`config.mk`:
```
export PLATFORM = sky130hd
export DESIGN_NAME = wave_scheduler
export DESIGN_NICKNAME = d
export VERILOG_FILES = /design/src/rtl/wave_pkg.sv /design/src/rtl/wave_mac.sv /design/src/rtl/wave_scheduler.sv
export SDC_FILE = /design/constraint.sdc
export NUM_CORES = 2
export LEC_CHECK = 0
export CAP_MARGIN = 10
export CORE_ASPECT_RATIO = 1.4
export CORE_MARGIN = 4
export CORE_UTILIZATION = 35
export CTS_CLUSTER_DIAMETER = 30
export DETAILED_ROUTE_END_ITERATION = 12
export HOLD_SLACK_MARGIN = 0.03
export MAX_ROUTING_LAYER = met4
export PLACE_DENSITY_LB_ADDON = 0.3
export SLEW_MARGIN = 20
export SYNTH_ARGS = -nofsm -noshare
export SYNTH_HDL_FRONTEND = slang
export SYNTH_HIERARCHICAL = 1
export SYNTH_SLANG_ARGS = --single-unit
export TNS_END_PERCENT = 20
```
`constraint.sdc`:
```
create_clock -name clk -period 21 [get_ports clk]
set_input_delay 6.3 -clock clk [delete_from_list [all_inputs] [get_ports clk]]
set_output_delay 6.3 -clock clk [all_outputs]
set_load 0.03 [all_outputs]
```
`src/rtl/wave_pkg.sv`:
```
// wave_pkg: shared widths, config field selects and scheduler state encodings
package wave_pkg;
    localparam int DW = 16;
    localparam int RW = 32;
    localparam logic [1:0] CFG_AMP   = 2'd0;
    localparam logic [1:0] CFG_FREQ  = 2'd1;
    localparam logic [1:0] CFG_PHASE = 2'd2;
    localparam logic [1:0] CFG_EN    = 2'd3;
    typedef enum logic [1:0] {IDLE, COMPUTE, OUTPUT, FINISH} state_t;
endpackage

```
`src/rtl/wave_mac.sv`:
```
// wave_mac: unsigned amp * (freq * t + phase), every stage truncated to 32 bits
module wave_mac
    import wave_pkg::*;
(
    input  logic [DW-1:0] amp,
    input  logic [DW-1:0] freq,
    input  logic [DW-1:0] phase,
    input  logic [DW-1:0] t,
    output logic [RW-1:0] res
);
    logic [RW-1:0] sum;
    assign sum = RW'(freq) * RW'(t) + RW'(phase);
    assign res = sum * RW'(amp);
endmodule

```
`src/rtl/wave_scheduler.sv`:
```
// wave_scheduler: time-shares one wave_mac across four channels per sample tick
module wave_scheduler
    import wave_pkg::*;
#(
    parameter int NCH = 4
) (
    input  logic          clk,
    input  logic          reset_n,
    input  logic          tick,
    input  logic          cfg_we,
    input  logic [1:0]    cfg_ch,
    input  logic [1:0]    cfg_sel,
    input  logic [DW-1:0] cfg_data,
    output logic          out_valid,
    input  logic          out_ready,
    output logic [RW-1:0] out_data,
    output logic [1:0]    out_ch,
    output logic [DW-1:0] t_now,
    output logic          busy,
    output logic          overrun,
    input  logic          overrun_clr
);
    state_t state, state_n;
    logic [1:0] idx, idx_n;
    logic [DW-1:0] amp [NCH], freq [NCH], phase [NCH];
    logic [DW-1:0] s_amp [NCH], s_freq [NCH], s_phase [NCH];
    logic [NCH-1:0] en, s_en;
    logic [DW-1:0] t;
    logic [RW-1:0] res;
    logic load, start, last;
    wave_mac u_mac (
        .amp   (s_amp[idx]),
        .freq  (s_freq[idx]),
        .phase (s_phase[idx]),
        .t     (t),
        .res   (res)
    );
    assign last  = idx == 2'(NCH - 1);
    assign start = state == IDLE && tick;
    assign busy  = state != IDLE;
    assign t_now = t;
    always_comb begin
        state_n = state;
        idx_n   = idx;
        load    = 1'b0;
        case (state)
            IDLE: begin
                state_n = tick ? COMPUTE : IDLE;
                idx_n   = tick ? 2'd0 : idx;
            end
            COMPUTE: begin
                load    = s_en[idx];
                state_n = s_en[idx] ? OUTPUT : last ? FINISH : COMPUTE;
                idx_n   = (s_en[idx] || last) ? idx : idx + 2'd1;
            end
            OUTPUT: begin
                state_n = out_ready ? (last ? FINISH : COMPUTE) : OUTPUT;
                idx_n   = (out_ready && !last) ? idx + 2'd1 : idx;
            end
            default: state_n = IDLE;
        endcase
    end
    always_ff @(posedge clk) begin
        if (!reset_n) begin
            state     <= IDLE;
            idx       <= 2'd0;
            out_valid <= 1'b0;
            out_data  <= '0;
            out_ch    <= 2'd0;
            t         <= '0;
            overrun   <= 1'b0;
            amp       <= '{default: '0};
            freq      <= '{default: '0};
            phase     <= '{default: '0};
            en        <= '0;
            s_amp     <= '{default: '0};
            s_freq    <= '{default: '0};
            s_phase   <= '{default: '0};
            s_en      <= '0;
        end else begin
            state <= state_n;
            idx   <= idx_n;
            if (cfg_we && cfg_sel == CFG_AMP)   amp[cfg_ch]   <= cfg_data;
            if (cfg_we && cfg_sel == CFG_FREQ)  freq[cfg_ch]  <= cfg_data;
            if (cfg_we && cfg_sel == CFG_PHASE) phase[cfg_ch] <= cfg_data;
            if (cfg_we && cfg_sel == CFG_EN)    en[cfg_ch]    <= cfg_data[0];
            // snapshot takes pre-edge live values, so a same-edge write waits a round
            if (start) begin
                s_amp   <= amp;
                s_freq  <= freq;
                s_phase <= phase;
                s_en    <= en;
            end
            if (load) begin
                out_data  <= res;
                out_ch    <= idx;
                out_valid <= 1'b1;
            end else if (state == OUTPUT && out_ready) begin
                out_valid <= 1'b0;
            end
            if (state == FINISH) t <= t + 1'b1;
            overrun <= (tick && state != IDLE) | (overrun & ~overrun_clr);
        end
    end
endmodule

```
Word level (Yosys, flattened, before mapping)
Cells that the tools add are included.
{"block": "totals", "wordCells": 108, "in_bits": 26, "output_inout_bits": 53, "register_bits": 448}
{"block": "classes", "order_cmp": 6, "bitwise": 5, "n_reduce_logical": 18, "eq_ne": 10, "n_addsub": 3, "n_mux": 31, "mul": 2}
{"op": "$bwmux 64", "n": 3}
{"op": "$mux 16", "n": 7}
{"op": "$bmux 16 s2", "n": 3}
{"op": "$add 32x16->32", "n": 1}
{"op": "$demux 16 s2", "n": 1}
{"op": "$mul 16x16->32", "n": 1}
{"op": "$mul 32x16->32", "n": 1}
{"op": "$add 16x1->16 const B", "n": 1}
{"op": "$mux 2", "n": 6}
{"op": "$pmux 2 s3", "n": 2}
{"op": "$eq 2x2->1 const B", "n": 5}
{"op": "$logic_and 1x1->1", "n": 10}
{"op": "$ge 3x3->1 const B", "n": 2}
{"op": "$lt 2x3->1 const B", "n": 2}
{"op": "$mux 1", "n": 6}
{"op": "$ne 2x2->1 const B", "n": 3}
{"op": "$not 2->3", "n": 2}
{"op": "$bwmux 4", "n": 1}
{"op": "$eq 2x1->1 const B", "n": 2}
{"op": "$logic_not 2->1", "n": 2}
{"op": "$reduce_and 4->1", "n": 1}
{"op": "$reduce_bool 2->1", "n": 2}
{"op": "$lt 3x1->1 const B", "n": 1}
{"op": "$reduce_bool 3->1", "n": 1}
{"op": "other kinds (9)", "n": 9}

Logic depth before layout (Yosys ltp)
{"block": "logic_depth", "word_depth": 7, "depth_mapped": 52, "mapped_depth_nobuf": 48}

Modules after synthesis
The synthesis kept the hierarchy.
{"module": "wave_mac", "area_per_inst_um2": 20487.1, "instances": 1, "seq_area_each_um2": 0.0, "cells_each": 2365}
{"module": "wave_scheduler", "area_per_inst_um2": 18038.6, "instances": 1, "seq_area_each_um2": 8968.6, "cells_each": 2037}

Least setup slack after synthesis
No wires, ideal clock.
{"block": "synth_path", "path_type": "register to register", "start": "reg idx[0]", "end": "reg out_data[31]", "slack_ns": 8.541, "synth_period_minus_slack_ns": 12.459, "setup_ns": 0.116, "arrival_time_ns": 12.343, "path_stages_with_launch": 49, "t_required_ns": 20.884, "path_buffers": 3, "path_cell_list": "dfxtp_1 -> buf_2 -> buf_2 -> mux4_2 -> clkbuf_1 -> and2_1 -> fa_1 -> inv_1 -> fa_1 -> inv_1 -> fa_1 -> inv_1 -> fa_1 -> inv_1 -> fa_1 -> inv_1 -> fa_1 -> inv_1 -> (+13 left out) -> inv_1 -> fa_1 -> inv_1 -> fa_1 -> fa_1 -> fa_1 -> xor2_1 -> xnor2_1 -> xnor2_1 -> xnor2_1 -> xnor2_1 -> xnor2_1 -> xnor3_1 -> xnor3_1 -> xor3_1 -> xor2_1 -> mux2i_1 -> nor2b_1"}
{"block": "synth_via", "elab_chain_len": 7, "word_cells_on_any_way": 16, "cone_classes": "add/sub: 1; mul: 2; mux: 12; bitwise: 1"}
{"item": "from (decl)", "line": "wave_scheduler.sv:24", "rtl": "logic [1:0] idx, idx_n;"}
{"item": "from (signal assigned)", "line": "wave_scheduler.sv:82", "rtl": "idx <= idx_n;"}
{"item": "$not 2->3 (implied by the code) *", "line": "wave_scheduler.sv:32, wave_scheduler.sv:33, wave_scheduler.sv:34"}
{"item": "$bmux 16 s2", "line": "wave_scheduler.sv:33", "rtl": ".freq (s_freq[idx]),"}
{"item": "$mux 16 (implied by the code) (2 in series)", "line": "wave_scheduler.sv:33"}
{"item": "$mul 16x16->32", "line": "wave_mac.sv:12", "rtl": "assign sum = RW'(freq) * RW'(t) + RW'(phase);"}
{"item": "$add 32x16->32", "line": "wave_mac.sv:12"}
{"item": "$mul 32x16->32 *", "line": "wave_mac.sv:13", "rtl": "assign res = sum * RW'(amp);"}
{"item": "named net res[31]", "line": "wave_scheduler.sv:29", "rtl": "logic [RW-1:0] res;"}
{"item": "to (signal assigned)", "line": "wave_scheduler.sv:95", "rtl": "out_data <= res;"}
{"item": "to (decl)", "line": "wave_scheduler.sv:16", "rtl": "output logic [RW-1:0] out_data,"}
The timed path passes the listed nets; every way through them passes the cells marked *. The select of a mux whose other input is x is not followed.
A chain may end at the register's enable or synchronous reset.

Worst setup path in the final report
Same ends and word-level chain as after synthesis.

==> run summary <==
Fin Clk Skew: 0.0477 ns
Final hold violation count: 0
Initial drt markers: 1713
Synth area leader: fa_1
Peak supply drop: 0.0573 mV
Leak Pwr: 17.0 nW
Fin cells: 5877
Endpoint, Worst Hold: s_phase[42]
Maximum clock rate: 74.3 MHz
PortBufs: 78
Top cell type's share of synthesized area: 0.267
Worst path max stage delay: 0.77 ns
FF-to-FF path depth: 44
Die Y: 401 um
# nets final: 5078
Num rows: 143
Syn. warnings: 6
Via count: 28500
Die X: 288 um
Maximum clock path buffer count: 3
Final Util: 0.399
Sequential fraction of the synthesis area: 0.233
Placeable Area: 0.109 mm2
Synth cell types: 72
Final worst setup slack: 7.54 ns
Routed WL per cell: 17.9 um
Largest net degree at the start of global routing: 281
Die ar.: 0.116 mm2
Worst-path fanout max: 35
Initial antenna violation count: 2
Launch point of the worst hold path: phase[42]
Most frequent cell on the critical path: fa_1
Synth Net Count: 5121
Place WS: 7.48 ns
DR vias/cell: 4.85
Global-route wire length before repair: 168000 um
Area contributors post-synth: fa_1 (27%), dfxtp_1 (23%), nand2_1 (11%), a21boi_0 (7.6%), inv_1 (6.0%)
H-tree depth: 3
Fin. max-slew vios: 0
Worst Hold Path Cells: 2
Syn_area_per_cell: 8.75 um2
Tot GR Track Use: 0.189
Area Overhead vs Synth: 12.7%
Ys flop type: dfxtp_1
Overflow after GRT: 0
Setup CP Type: reg -> reg
Most frequent cell after synthesis: nand2_1
Fin crit period: 13.46 ns
Status: finished, final reports clean
Setup crit end kind: flop
Clock buffer count from CTS: 81
Ratio of final minimum period to clock period: 0.641
RSZ-0062 raised after global routing: false
DPL Wire Length: 74500 um
Hold WS: 0.451 ns
Slowest stage cell, crit path: mux4_2
CTS root buf: clkbuf_16
Post-Syn Area: 0.0385 mm2
Routed wire length: 105000 um
Routability cong.: 0.862
Worst Tran Pin Value: 1.27 ns
Worst-Skew Late Latency: 0.68 ns
Worst hold path type: reg -> reg
Drt drc: 0
Hold-fix buffers at CTS: 0
Max_slew headroom: 0.155
Final Cell Area: 0.0434 mm2
CTS tree: built
R2R Path End: out_data[31]
Worst Path Arrival: 13.99 ns
Synthesized instance count: 4402
Setup TNS: 0 ns
Clock sinks: 448
DP Cell Count: 5726
PnR Total Power: 2.30 mW
Reg-to-Reg Start: idx[0]
Pwr Density: 53.0 mW/mm2
Number of global-route vias before repair: 30100
CP required: 21.53 ns
Final setup fails: 0
Starting density of the core: 0.354
Post-DRT Antenna Nets: 0
Post_cts resized: 0
#FFs+latches synth: 448
Drt pass-1 iters: 5
Number of flops mapped to enable cells by yosys: 0
Number of max-cap violations: 0
Critical Path Source Type: flop
Postcts setup bufs: 0
Placement Cell Area: 0.0406 mm2
I/O pins: 79
Share of layout cells above drive strength 1: 0.0603
CTS clk-pin slew, worst paths: 0.05 ns
Most frequent cells after synthesis: nand2_1 (1172), inv_1 (616), fa_1 (514)
Ys async rst share: 0
Reg2Reg Setup Slack: 7.54 ns
per-layer routing:
layer | wire length, um | vias to the layer above | share of wire | GRT usage
li1 | - | 13500 | - | -
met1 | 43400 | 14300 | 0.41 | 0.220
met2 | 55400 | 542 | 0.53 | 0.339
met3 | 3760 | 188 | 0.036 | 0.0208
met4 | 2800 | 0 | 0.027 | 0.0620
met5 | 0 | - | 0 | -
worst max path at each step:
stage	from	end	cells past startpoint
after floorplan	idx[0]	out_data[31]	48
after global placement	idx[0]	out_data[31]	44
after detailed placement	idx[0]	out_data[31]	44
after CTS	idx[0]	out_data[31]	44
after global routing	idx[0]	out_data[31]	44
final	idx[0]	out_data[31]	44
kinds of logic after synthesis:
group	count (synthesis)	synth area share
adders and majority gates	693	0.325
muxes	89	0.0390
AOI/OAI and AO/OA	552	0.104
xor gates and xnor gates	78	0.0199
DFF	448	0.233
and+or+nand+nor	1678	0.194
buffers and inverters	864	0.0849
area by class of cell:
class / instances / area, um2
fillers: 10900 / 65500
well taps: 1450 / 1810
clock buffers: 105 / 2260
repair buffers: 122 / 1130
inverters: 616 / 2310
flip-flops and latches: 448 / 8970
diodes: 1 / 2.50
multi-input cells: 3090 / 26400
clock inverters: 45 / 576
state kept, by name (all words and copies together), names as in the netlist:
name / cells
amp: 64
en: 4
freq: 64
idx: 2
out_ch: 2
out_data: 32
out_valid: 1
overrun: 1
phase: 64
s_amp: 64
s_en: 4
s_freq: 64
s_phase: 64
state: 2
t_now: 16
placed cells by master, fill, tap and decap left out, types with 6 or more instances in the layout:
cell type	synthesis	layout
clkbuf_8	0	10
clkbuf_16	0	83
nand4_1	7	7
a21oi_1	44	43
o21bai_1	9	9
fa_1	514	514
nand2b_1	20	20
mux2i_1	38	38
clkbuf_1	226	12
nand3_1	16	16
nor2_2	3	8
a21boi_0	391	391
o21a_1	7	7
buf_4	0	43
nor3_1	12	10
xor2_1	23	22
mux4_2	48	48
clkinvlp_4	0	10
inv_1	616	616
nor2b_1	55	55
clkdlybuf4s50_1	0	77
ha_1	179	179
nor2_1	46	40
xnor2_1	49	49
a211oi_1	6	6
and2_1	295	294
o21ai_0	31	31
a21o_1	19	19
nand3b_1	8	8
inv_6	0	10
nand2_1	1172	1171
dfxtp_1	448	446
clkinv_4	0	8
and3_1	12	12
worst max-delay path: cells and delay by family (launching register included):
kind / cells / cell delay (ns)
flip-flops: 1 / 0.64
multiplexers: 2 / 0.91
buffers and inverters: 7 / 1.04
adder cells (fa/ha/maj): 13 / 5.91
AND/OR/NAND/NOR: 4 / 0.61
XOR/XNOR: 10 / 2.19
AO/OA/AOI/OAI: 8 / 2.00
report_power, final:
group	internal (mW)	total, mW	leakage, nW	switching [mW]
Clock	0.840	1.35	1.35	0.505
Combinational	0.0280	0.0938	12.1	0.0658
Sequential	0.858	0.863	3.61	0.00513
Total	1.73	2.30	17.0	0.576
No activity file was read; power rests on OpenSTA's default activity.
